File: config.mk
export PLATFORM = sky130hd
export DESIGN_NAME = ntt_addrgen_unified
export DESIGN_NICKNAME = d
export VERILOG_FILES = /design/src/rtl/ntt_addrgen_unified.sv
export SDC_FILE = /design/constraint.sdc
export NUM_CORES = 1
export LEC_CHECK = 0
export ABC_AREA = 0
export CORE_ASPECT_RATIO = 0.6
export CORE_MARGIN = 2
export CORE_UTILIZATION = 35
export DETAILED_ROUTE_END_ITERATION = 10
export PLACE_DENSITY_LB_ADDON = 0.3
export SYNTH_ARGS = -nofsm -noshare
export SYNTH_HDL_FRONTEND = slang
export SYNTH_SLANG_ARGS = --single-unit
File: constraint.sdc
create_clock -name clk -period 12.5 [get_ports clk]
set_input_delay 1.25 -clock clk [delete_from_list [all_inputs] [get_ports clk]]
set_output_delay 1.25 -clock clk [all_outputs]
set_load 0.005 [all_outputs]
File: src/rtl/ntt_addrgen_unified.sv
// Butterfly address pair and zeta index generator for forward NTT / INTT over N = 2^LOGN.
// Latency: first beat valid one cycle after i_start is taken in IDLE, then one beat per cycle.
// Backpressure: payload registered and held while o_valid && !i_ready; counters step only on acceptance.
`timescale 1ns/1ps
module ntt_addrgen_unified #(
  parameter int LOGN = 8,
  parameter int ZW   = LOGN - 1,
  parameter int SW   = $clog2(LOGN)
) (
  input  logic            clk,
  input  logic            rst,
  input  logic            i_start,
  input  logic            i_mode,
  input  logic            i_ready,
  output logic            o_valid,
  output logic [LOGN-1:0] o_addr_up,
  output logic [LOGN-1:0] o_addr_dn,
  output logic [ZW-1:0]   o_zeta_idx,
  output logic [SW-1:0]   o_stage,
  output logic            o_first_stage,
  output logic            o_last_stage,
  output logic            o_busy,
  output logic            o_done
);

  // One spare bit so start + 2*len can reach N without wrapping.
  localparam int AW = LOGN + 1;
  localparam logic [AW-1:0] N_FULL     = AW'(1) << LOGN;
  localparam logic [AW-1:0] N_HALF     = AW'(1) << (LOGN - 1);
  localparam logic [AW-1:0] LEN_TWO    = AW'(2);
  localparam logic [ZW-1:0] K_FWD0     = ZW'(1);
  localparam logic [ZW-1:0] K_INV0     = ZW'((1 << (LOGN - 1)) - 1);
  localparam logic [SW-1:0] LAST_STAGE = SW'(LOGN - 2);

  typedef enum logic {S_IDLE, S_RUN} state_t;

  state_t        state;
  logic          mode;
  logic [AW-1:0] len;
  logic [AW-1:0] start;
  logic [AW-1:0] j;
  logic [ZW-1:0] k;
  logic [SW-1:0] stage;

  logic [AW-1:0]   grp_last;
  logic [AW-1:0]   next_grp;
  logic            grp_end;
  logic            stage_end;
  logic            final_beat;
  logic [AW-1:0]   n_len;
  logic [AW-1:0]   n_start;
  logic [AW-1:0]   n_j;
  logic [ZW-1:0]   n_k;
  logic [SW-1:0]   n_stage;
  logic [LOGN-1:0] n_dn;
  logic [AW-1:0]   init_len;
  logic [ZW-1:0]   init_k;
  logic            accept;

  assign accept   = o_valid && i_ready;
  assign init_len = i_mode ? LEN_TWO : N_HALF;
  assign init_k   = i_mode ? K_INV0 : K_FWD0;

  // Next-beat counter values: step j inside a group, jump to the next group, or roll to the next stage.
  always_comb begin
    grp_last   = start + len - AW'(1);
    next_grp   = start + (len << 1);
    grp_end    = (j == grp_last);
    stage_end  = grp_end && (next_grp >= N_FULL);
    final_beat = stage_end && (stage == LAST_STAGE);
    n_len      = len;
    n_start    = start;
    n_j        = j + AW'(1);
    n_k        = k;
    n_stage    = stage;
    if (grp_end) begin
      n_k = mode ? (k - ZW'(1)) : (k + ZW'(1));
      if (stage_end) begin
        n_start = '0;
        n_j     = '0;
        n_len   = mode ? (len << 1) : (len >> 1);
        n_stage = stage + SW'(1);
      end else begin
        n_start = next_grp;
        n_j     = next_grp;
      end
    end
    // Within a stage j + len <= N-1, so the truncated sum is exact.
    n_dn = n_j[LOGN-1:0] + n_len[LOGN-1:0];
  end

  // Control FSM with counters and registered beat payload; outputs are zero whenever idle.
  always_ff @(posedge clk or posedge rst) begin
    if (rst) begin
      state         <= S_IDLE;
      mode          <= 1'b0;
      len           <= '0;
      start         <= '0;
      j             <= '0;
      k             <= '0;
      stage         <= '0;
      o_valid       <= 1'b0;
      o_addr_up     <= '0;
      o_addr_dn     <= '0;
      o_zeta_idx    <= '0;
      o_stage       <= '0;
      o_first_stage <= 1'b0;
      o_last_stage  <= 1'b0;
      o_busy        <= 1'b0;
      o_done        <= 1'b0;
    end else begin
      o_done <= 1'b0;
      if (state == S_IDLE) begin
        if (i_start) begin
          state         <= S_RUN;
          mode          <= i_mode;
          len           <= init_len;
          start         <= '0;
          j             <= '0;
          k             <= init_k;
          stage         <= '0;
          o_valid       <= 1'b1;
          o_busy        <= 1'b1;
          o_addr_up     <= '0;
          o_addr_dn     <= init_len[LOGN-1:0];
          o_zeta_idx    <= init_k;
          o_stage       <= '0;
          o_first_stage <= 1'b1;
          o_last_stage  <= (LAST_STAGE == SW'(0));
        end
      end else if (accept) begin
        if (final_beat) begin
          state         <= S_IDLE;
          mode          <= 1'b0;
          len           <= '0;
          start         <= '0;
          j             <= '0;
          k             <= '0;
          stage         <= '0;
          o_valid       <= 1'b0;
          o_busy        <= 1'b0;
          o_addr_up     <= '0;
          o_addr_dn     <= '0;
          o_zeta_idx    <= '0;
          o_stage       <= '0;
          o_first_stage <= 1'b0;
          o_last_stage  <= 1'b0;
          o_done        <= 1'b1;
        end else begin
          len           <= n_len;
          start         <= n_start;
          j             <= n_j;
          k             <= n_k;
          stage         <= n_stage;
          o_addr_up     <= n_j[LOGN-1:0];
          o_addr_dn     <= n_dn;
          o_zeta_idx    <= n_k;
          o_stage       <= n_stage;
          o_first_stage <= (n_stage == SW'(0));
          o_last_stage  <= (n_stage == LAST_STAGE);
        end
      end
    end
  end

endmodule

==> metrics.yaml, run 1 <==
run_status:
  status: "completed"
routing:
  ant_nets: 0
  dr.pass1.iters: 5
  top_layer: "met4"
  dr_total_vias: 2954
  routed_wl_um: 9229
  drc: 0
  wl_met3_um: 519
  wl_per_cell_um: 16.54
  wl_met2_um: 3511
  vias_per_cell: 5.294
  met1Wirelength_um: 5159
  drtIter0Drc: 207
clocking:
  insertion_delay_ns: 0.29
  cts_tree: "built"
  post-cts-setup-buffer-count: 0
  clkSlewWorstSetupHoldPaths_ns: 0.07
  htree_levels: 2
  cts_hold_buf: 0
  cts_resized: 0
  ctsLongestPathBuffers: 2
  cts_buffers: 5
  root_buffer: "clkbuf_16"
  clock-sinks: 51
timing:
  fin_crit_sh_pct: 53.80
  hold_violations: 0
  rsz0062_at_grt: "no"
  fmax_ghz: 0.1487
  fin_skew_ns: 0.008264
  fin_setup_tns_ns: 0
  drv_slew: 0
  finalCriticalPeriod_ns: 6.725
  tightestPinTransition_ns: 1.229
  finalSetupViolations: 0
  max-slew-margin-rel_pct: 17.97
  hold_ws_ns: 0.5089
final_layout:
  fin_area_um2: 4295
  fin_util_pct: 41.10
  diodes: 0
  synthToLayoutAreaGrowth_pct: 15.32
  layout-drive-gt1-share_pct: 4.535
  final_nets: 464
  nFillCells: 1051
critical_path:
  crit_buf_inv: 3
  path_max_fanout: 21
  worstPathRequired_ns: 12.68
  crit_path_end_kind: "register"
  max_stage_delay_ns: 0.77
  critPathArrivalTime_ns: 6.91
  crit_chain: "inv_1 > ha_1 > inv_1 > ha_1 > inv_1 > fa_1 > xnor2_1 > xnor2_1 > nand4_1 > or4b_4 > nor4_4 > nand2_1 > o21ai_0 > ha_1 > a21o_1 > a21oi_1 > nor2b_1 > o21a_1 > o21ai_0 > nand2b_1 > a21oi_1 > xnor3_1 > a221o_1"
  slowest_stage: "nor4_4"
  crit_family: "simple AND/OR/NAND/NOR gates"
  critPathKind: "register to register"
  setup.worst_path.start_class: "register"
floorplanning:
  die_x_um: 137.2
  die_area_um2: 11510
  rows: 29
  core_um2: 10450
  start_util_pct: 35.64
  die_h_um: 83.91
  io_pins: 36
synthesis:
  synthDistinctLibCells: 44
  synth_area_per_cell_um2: 9.430
  synthesis.area_um2: 3725
  ys_warn_count: 0
  synthCells: 395
  ys_seq_area_share_pct: 34.26
  syn_nets: 441
  ys_ff_latch: 51
  synth_edf_count: 0
  synth-async-reset-ratio_pct: 100.0
  synthFlopType: "dfrtp_1"
place:
  portBuffers: 35
  post-dp-hpwl_um: 6932
  place_congestion: 0.8623
  dpl-instance-area_um2: 4151
grt:
  grt_max_degree: 52
  track_usage_pct: 16.79
  antenna_found_initial: 0
  grt_pass1_wl_um: 15260
  grt_pass1_vias: 2856
  grt_overflow: 0
power:
  ir_worst_vdd_v: 0.00005628
  p_leak_nw: 1.977
  p_per_area_nw_per_um2: 161.9
min_path:
  min_path_type: "register to register"
run:
  maxCapViolations: 0
logic make-up (layout without fill, tap and decap cells):
| family | Yosys count | after routing | synth area share (%) |
|---|---|---|---|
| AND/OR/NAND/NOR | 81 | 81 | 11.15 |
| multiplexers | 9 | 9 | 2.519 |
| adder cells (fa/ha/maj) | 41 | 41 | 14.58 |
| XOR/XNOR | 39 | 39 | 9.540 |
| flip-flops | 51 | 51 | 34.26 |
| buffers and inverters | 65 | 89 | 7.524 |
| AO/OA/AOI/OAI | 109 | 109 | 20.42 |
sequential cells by signal, indices dropped and copies added (netlist names), 2 cells and up:
signal,cells
k,7
o_addr_up,7
start,9
o_addr_dn,8
j,2
stage,3
len,9
routing by layer:
layer  global-route usage (%)  vias up
li1                         -     1441
met1                    28.30     1421
met2                    22.07       86
met3                    2.793        6
met4                    2.437        0
met5                        0        -
power by group:
part / switching [mW] / internal, mW / total (mW)
combinational: 0.159 / 0.165 / 0.324
sequential: 0.0383 / 0.195 / 0.233
clock: 0.0636 / 0.0744 / 0.138
Yosys cell counts, drive strengths merged, types with 2 or more instances:
library cell | count | area (um2)
nand3 | 9 | 45.04
and2 | 3 | 18.77
a21oi | 21 | 105.1
a32o | 3 | 30.03
xor2 | 18 | 157.7
inv | 44 | 165.2
xnor2 | 20 | 175.2
nor2b | 5 | 31.28
nor3 | 4 | 20.02
o21bai | 4 | 30.03
buf | 11 | 77.57
a21o | 9 | 67.56
dfrtp | 51 | 1276
or3 | 2 | 12.51
o31ai | 3 | 22.52
o41ai | 2 | 17.52
nor4 | 3 | 33.78
a211oi | 2 | 15.01
and3 | 4 | 25.02
mux2 | 3 | 33.78
a22o | 21 | 183.9
fa | 4 | 80.08
o21ai | 17 | 85.08
ha | 37 | 462.9
nand2 | 25 | 93.84
mux2i | 6 | 60.06
clkbuf | 10 | 37.54
nor2 | 15 | 56.30
nand2b | 5 | 31.28
o22ai | 15 | 100.1
nand4 | 2 | 12.51
o21a | 4 | 30.03
a221o | 5 | 50.05
cell usage in the layout (no fill, tap or decap), types with 2 or more instances in the layout:
| master | Yosys | layout |
|---|---|---|
| inv_1 | 44 | 43 |
| o31ai_1 | 3 | 3 |
| nand2_1 | 25 | 25 |
| fa_1 | 4 | 4 |
| clkinv_2 | 0 | 2 |
| nor3_1 | 4 | 4 |
| a21oi_1 | 21 | 21 |
| o21ai_0 | 17 | 17 |
| clkbuf_16 | 0 | 5 |
| and2_1 | 3 | 3 |
| ha_1 | 37 | 37 |
| mux2i_1 | 6 | 6 |
| xor2_1 | 18 | 18 |
| dfrtp_1 | 51 | 51 |
| o22ai_1 | 14 | 14 |
| nor2b_1 | 5 | 5 |
| nor4_1 | 2 | 2 |
| or3_1 | 2 | 2 |
| xnor2_1 | 20 | 20 |
| nand2b_1 | 5 | 5 |
| nand4_1 | 2 | 2 |
| a221o_1 | 5 | 5 |
| and3_1 | 4 | 4 |
| buf_4 | 9 | 2 |
| nor2_1 | 15 | 14 |
| a22o_1 | 21 | 21 |
| a211oi_1 | 2 | 2 |
| clkdlybuf4s50_1 | 0 | 35 |
| o41ai_1 | 2 | 2 |
| o21a_1 | 4 | 4 |
| o21bai_1 | 4 | 4 |
| a32o_1 | 3 | 3 |
| a21o_1 | 9 | 9 |
| nand3_1 | 9 | 9 |
| mux2_2 | 3 | 3 |
per-stage QoR:
stage          setup WS, ns  std cells  power, mW
4_1_cts               5.790        558     0.6974
3_5_place_dp          5.816        550     0.5568
3_3_place_gp          6.067        550     0.5524
5_1_grt               5.263        558     0.7452
6_report              5.775        558     0.6955
2_1_floorplan         7.030        395     0.4586
area by class of cell:
class | instances | area, um2 | area share [%]
multi-input cells | 279 | 2171 | 50.54
repair buffers | 37 | 365.4 | 8.506
flip-flops and latches | 51 | 1276 | 29.71
well taps | 139 | 173.9 | 4.049
clock inverters | 3 | 18.77 | 0.4369
inverters | 44 | 165.2 | 3.845
clock buffers | 5 | 125.1 | 2.913
path summary, 6_finish.rpt:
check	startpoint	end	slack, ns	cells past startpoint
worst max-delay path	len[1]$_DFFE_PP0P_	o_addr_dn[7]$_DFFE_PP0P_	5.78	23
worst min-delay path	o_addr_dn[5]$_DFFE_PP0P_	o_addr_dn[5]$_DFFE_PP0P_	0.51	1
worst max register to register	len[1]$_DFFE_PP0P_	o_addr_dn[7]$_DFFE_PP0P_	5.78	23
worst min register to register	o_addr_dn[5]$_DFFE_PP0P_	o_addr_dn[5]$_DFFE_PP0P_	0.51	1
max in group asynchronous	rst	start[1]$_DFFE_PP0P_	10.62	3
min in group asynchronous	rst	o_first_stage$_DFFE_PP0P_	1.44	3
No activity file was read; power rests on OpenSTA's default activity.
==> run 2: changes to the inputs <==
- clock period: 12.5 -> 6.75 ns (I/O delays scaled with it)
==> run 2 against run 1 <==
Non-clock buffer count is 2 higher. Hold slack got worse by 0.0038 ns. Largest cell class unchanged. Flip-flop and latch count did not move. Sequential share of layout area unchanged. Clock skew down 0.0034 ns. Sequential power is 88% higher. Register-to-register slack worse by 5.2 ns.
==> metrics.yaml, run 2 (synthesis results as in run 1) <==
clocking:
  ctsLongestPathBuffers: 2  # unchanged
  insertion_delay_ns: 0.29  # about the same
  cts_tree: "built"
  cts_hold_buf: 0  # unchanged
  post-cts-setup-buffer-count: 0  # unchanged
  clock-sinks: 51  # unchanged
  cts_resized: 0  # unchanged
  clkSlewWorstSetupHoldPaths_ns: 0.06  # about the same
  cts_buffers: 5  # unchanged
  root_buffer: "clkbuf_16"
  htree_levels: 2  # unchanged
timing:
  hold_ws_ns: 0.5051  # -0.003826 ns
  max-slew-margin-rel_pct: 23.10  # +5.1 points
  fin_setup_tns_ns: 0  # unchanged
  rsz0062_at_grt: "no"
  fin_crit_sh_pct: 91.26  # +37 points
  drv_slew: 0  # unchanged
  fmax_ghz: 0.1623  # +9.2%
  fin_skew_ns: 0.004824  # -0.003440 ns
  layout_setup_ws_ns: 0.5900  # -5.185 ns
  hold_violations: 0  # unchanged
  tightestPinTransition_ns: 1.152  # -0.07686 ns
  finalSetupViolations: 0  # unchanged
  finalCriticalPeriod_ns: 6.160  # -0.5648 ns
grt:
  grt_pass1_wl_um: 15190  # -0.45%
  grt_pass1_vias: 2883  # +0.95%
  grt_overflow: 0  # unchanged
  antenna_found_initial: 0  # unchanged
  grt_max_degree: 52  # unchanged
  track_usage_pct: 16.83  # +0.036 points
critical_path:
  worstSetupEndpoint: "o_addr_dn[7]$_DFFE_PP0P_"
  crit_path_start: "len[1]$_DFFE_PP0P_"
  crit_path_end_kind: "register"
  r2r-end: "o_addr_dn[7]$_DFFE_PP0P_"
  r2r_cells: 25  # +8.7%
  critPathArrivalTime_ns: 6.33  # -0.58 ns
  critPathKind: "register to register"
  worstReg2RegStart: "len[1]$_DFFE_PP0P_"
  reg2reg_setup_slack_ns: 0.59  # -5.19 ns
  setup.worst_path.start_class: "register"
  worstPathRequired_ns: 6.92  # -5.76 ns
  path_max_fanout: 14  # -33%
place:
  place_congestion: 0.9668  # +12%
  portBuffers: 35  # unchanged
  post-dp-hpwl_um: 7012  # +1.2%
  post-place-ws_ns: 0.6414  # -5.174 ns
final_layout:
  final_nets: 466  # +0.43%
  diodes: 0  # unchanged
  mostFrequentLayoutCells: "dfrtp_1, inv_1, ha_1, clkdlybuf4s50_1, nand2_1"
  mostFrequentLayoutCell: "dfrtp_1"
  reg.largest.list: "len (9), start (9), o_addr_dn (8)"
  layout-drive-gt1-share_pct: 4.296  # -0.24 points
  synthToLayoutAreaGrowth_pct: 15.32  # unchanged
routing:
  routed_wl_um: 9266  # +0.40%
  wl_per_cell_um: 16.61  # +0.40%
  dr_total_vias: 2929  # -0.85%
  ant_nets: 0  # unchanged
  drc: 0  # unchanged
  dr.pass1.iters: 4  # -1
  drtIter0Drc: 311  # +50%
  vias_per_cell: 5.249  # -0.85%
power:
  p_per_area_nw_per_um2: 297.8  # +84%
  ir_worst_vdd_v: 0.0001407  # +150%
  p_leak_nw: 1.976  # about the same
floorplanning:
  start_util_pct: 35.64  # unchanged
  rows: 29  # unchanged
  die_x_um: 137.2  # unchanged
  die_h_um: 83.91  # unchanged
  die_area_um2: 11510  # unchanged
  io_pins: 36  # unchanged
  core_um2: 10450  # unchanged
run:
  maxCapViolations: 0  # unchanged
run_status:
  status: "completed"
min_path:
  min_path_type: "register to register"
-- run 2: changes by cell type in the layout (fill, tap and decap cells not counted), sizes merged --
cell / delta
buf: +2
clkinv: -2
clkbuf: +1
inv: -1
-- run 2: how the worst min path moves through the flow --
stage / to / depth (start not counted) / from / slack, ns
floorplan: o_addr_dn[5]$_DFFE_PP0P_ / 1 / o_addr_dn[5]$_DFFE_PP0P_ / 0.49
global placement: o_last_stage$_DFFE_PP0P_ / 1 / o_last_stage$_DFFE_PP0P_ / 0.48
detailed placement: o_addr_dn[6]$_DFFE_PP0P_ / 1 / o_addr_dn[6]$_DFFE_PP0P_ / 0.49
CTS: o_last_stage$_DFFE_PP0P_ / 1 / o_last_stage$_DFFE_PP0P_ / 0.51
global route: o_addr_dn[4]$_DFFE_PP0P_ / 1 / o_addr_dn[4]$_DFFE_PP0P_ / 0.53
finish: o_last_stage$_DFFE_PP0P_ / 1 / o_last_stage$_DFFE_PP0P_ / 0.51
-- run 2: layer usage --
metal	GRT usage (%)	vias to the layer above	part of all wire (%)
li1	-	1440	-
met1	28.33	1405	56
met2	21.30	79	37
met3	3.582	5	6.1
met4	2.999	0	0.50
met5	0	-	0
-- run 2: worst max-delay path, cell delays in order, from the launching register on --
cell      delay, ns
dfrtp_1        0.42
inv_1          0.13
ha_1           0.31
inv_1          0.06
ha_1           0.19
inv_1          0.06
fa_1           0.41
xnor2_1        0.21
xnor2_1        0.14
nand4_1        0.12
or4b_4         0.51
nor4_4         0.40
nand2_1        0.34
buf_4          0.28
nand2_1        0.06
o21ai_0        0.17
ha_1           0.34
a21o_1         0.15
a21oi_1        0.21
nor2b_1        0.07
o21a_1         0.18
o21ai_0        0.26
nand2b_1       0.09
a21oi_1        0.16
xnor3_1        0.39
a221o_1        0.36
-- run 2: area by class of cell --
type                            count  area [um2]
Clock buffer                        6       128.9
Fill cell                        1017        6155
Inverter                           44       165.2
Multi-Input combinational cell    279        2171
Sequential cell                    51        1276
Tap cell                          139       173.9
Timing Repair Buffer               39       380.4
-- run 2: through the flow --
step | power (mW) | instances | cell area (um2) | util, %
after floorplan | 0.8492 | 395 | 3725 | -
after global placement | 1.019 | 552 | 4167 | 39.87
after detailed placement | 1.036 | 552 | 4167 | 39.87
after CTS | 1.285 | 558 | 4295 | 41.10
after global routing | 1.376 | 558 | 4295 | 41.10
final | 1.279 | 558 | 4295 | 41.10
-- run 2: power by group --
part | leakage [nW] | internal [mW] | switching [mW]
Clock | 0.0628 | 0.134 | 0.110
Sequential | 0.655 | 0.361 | 0.0752
Combinational | 1.26 | 0.305 | 0.294
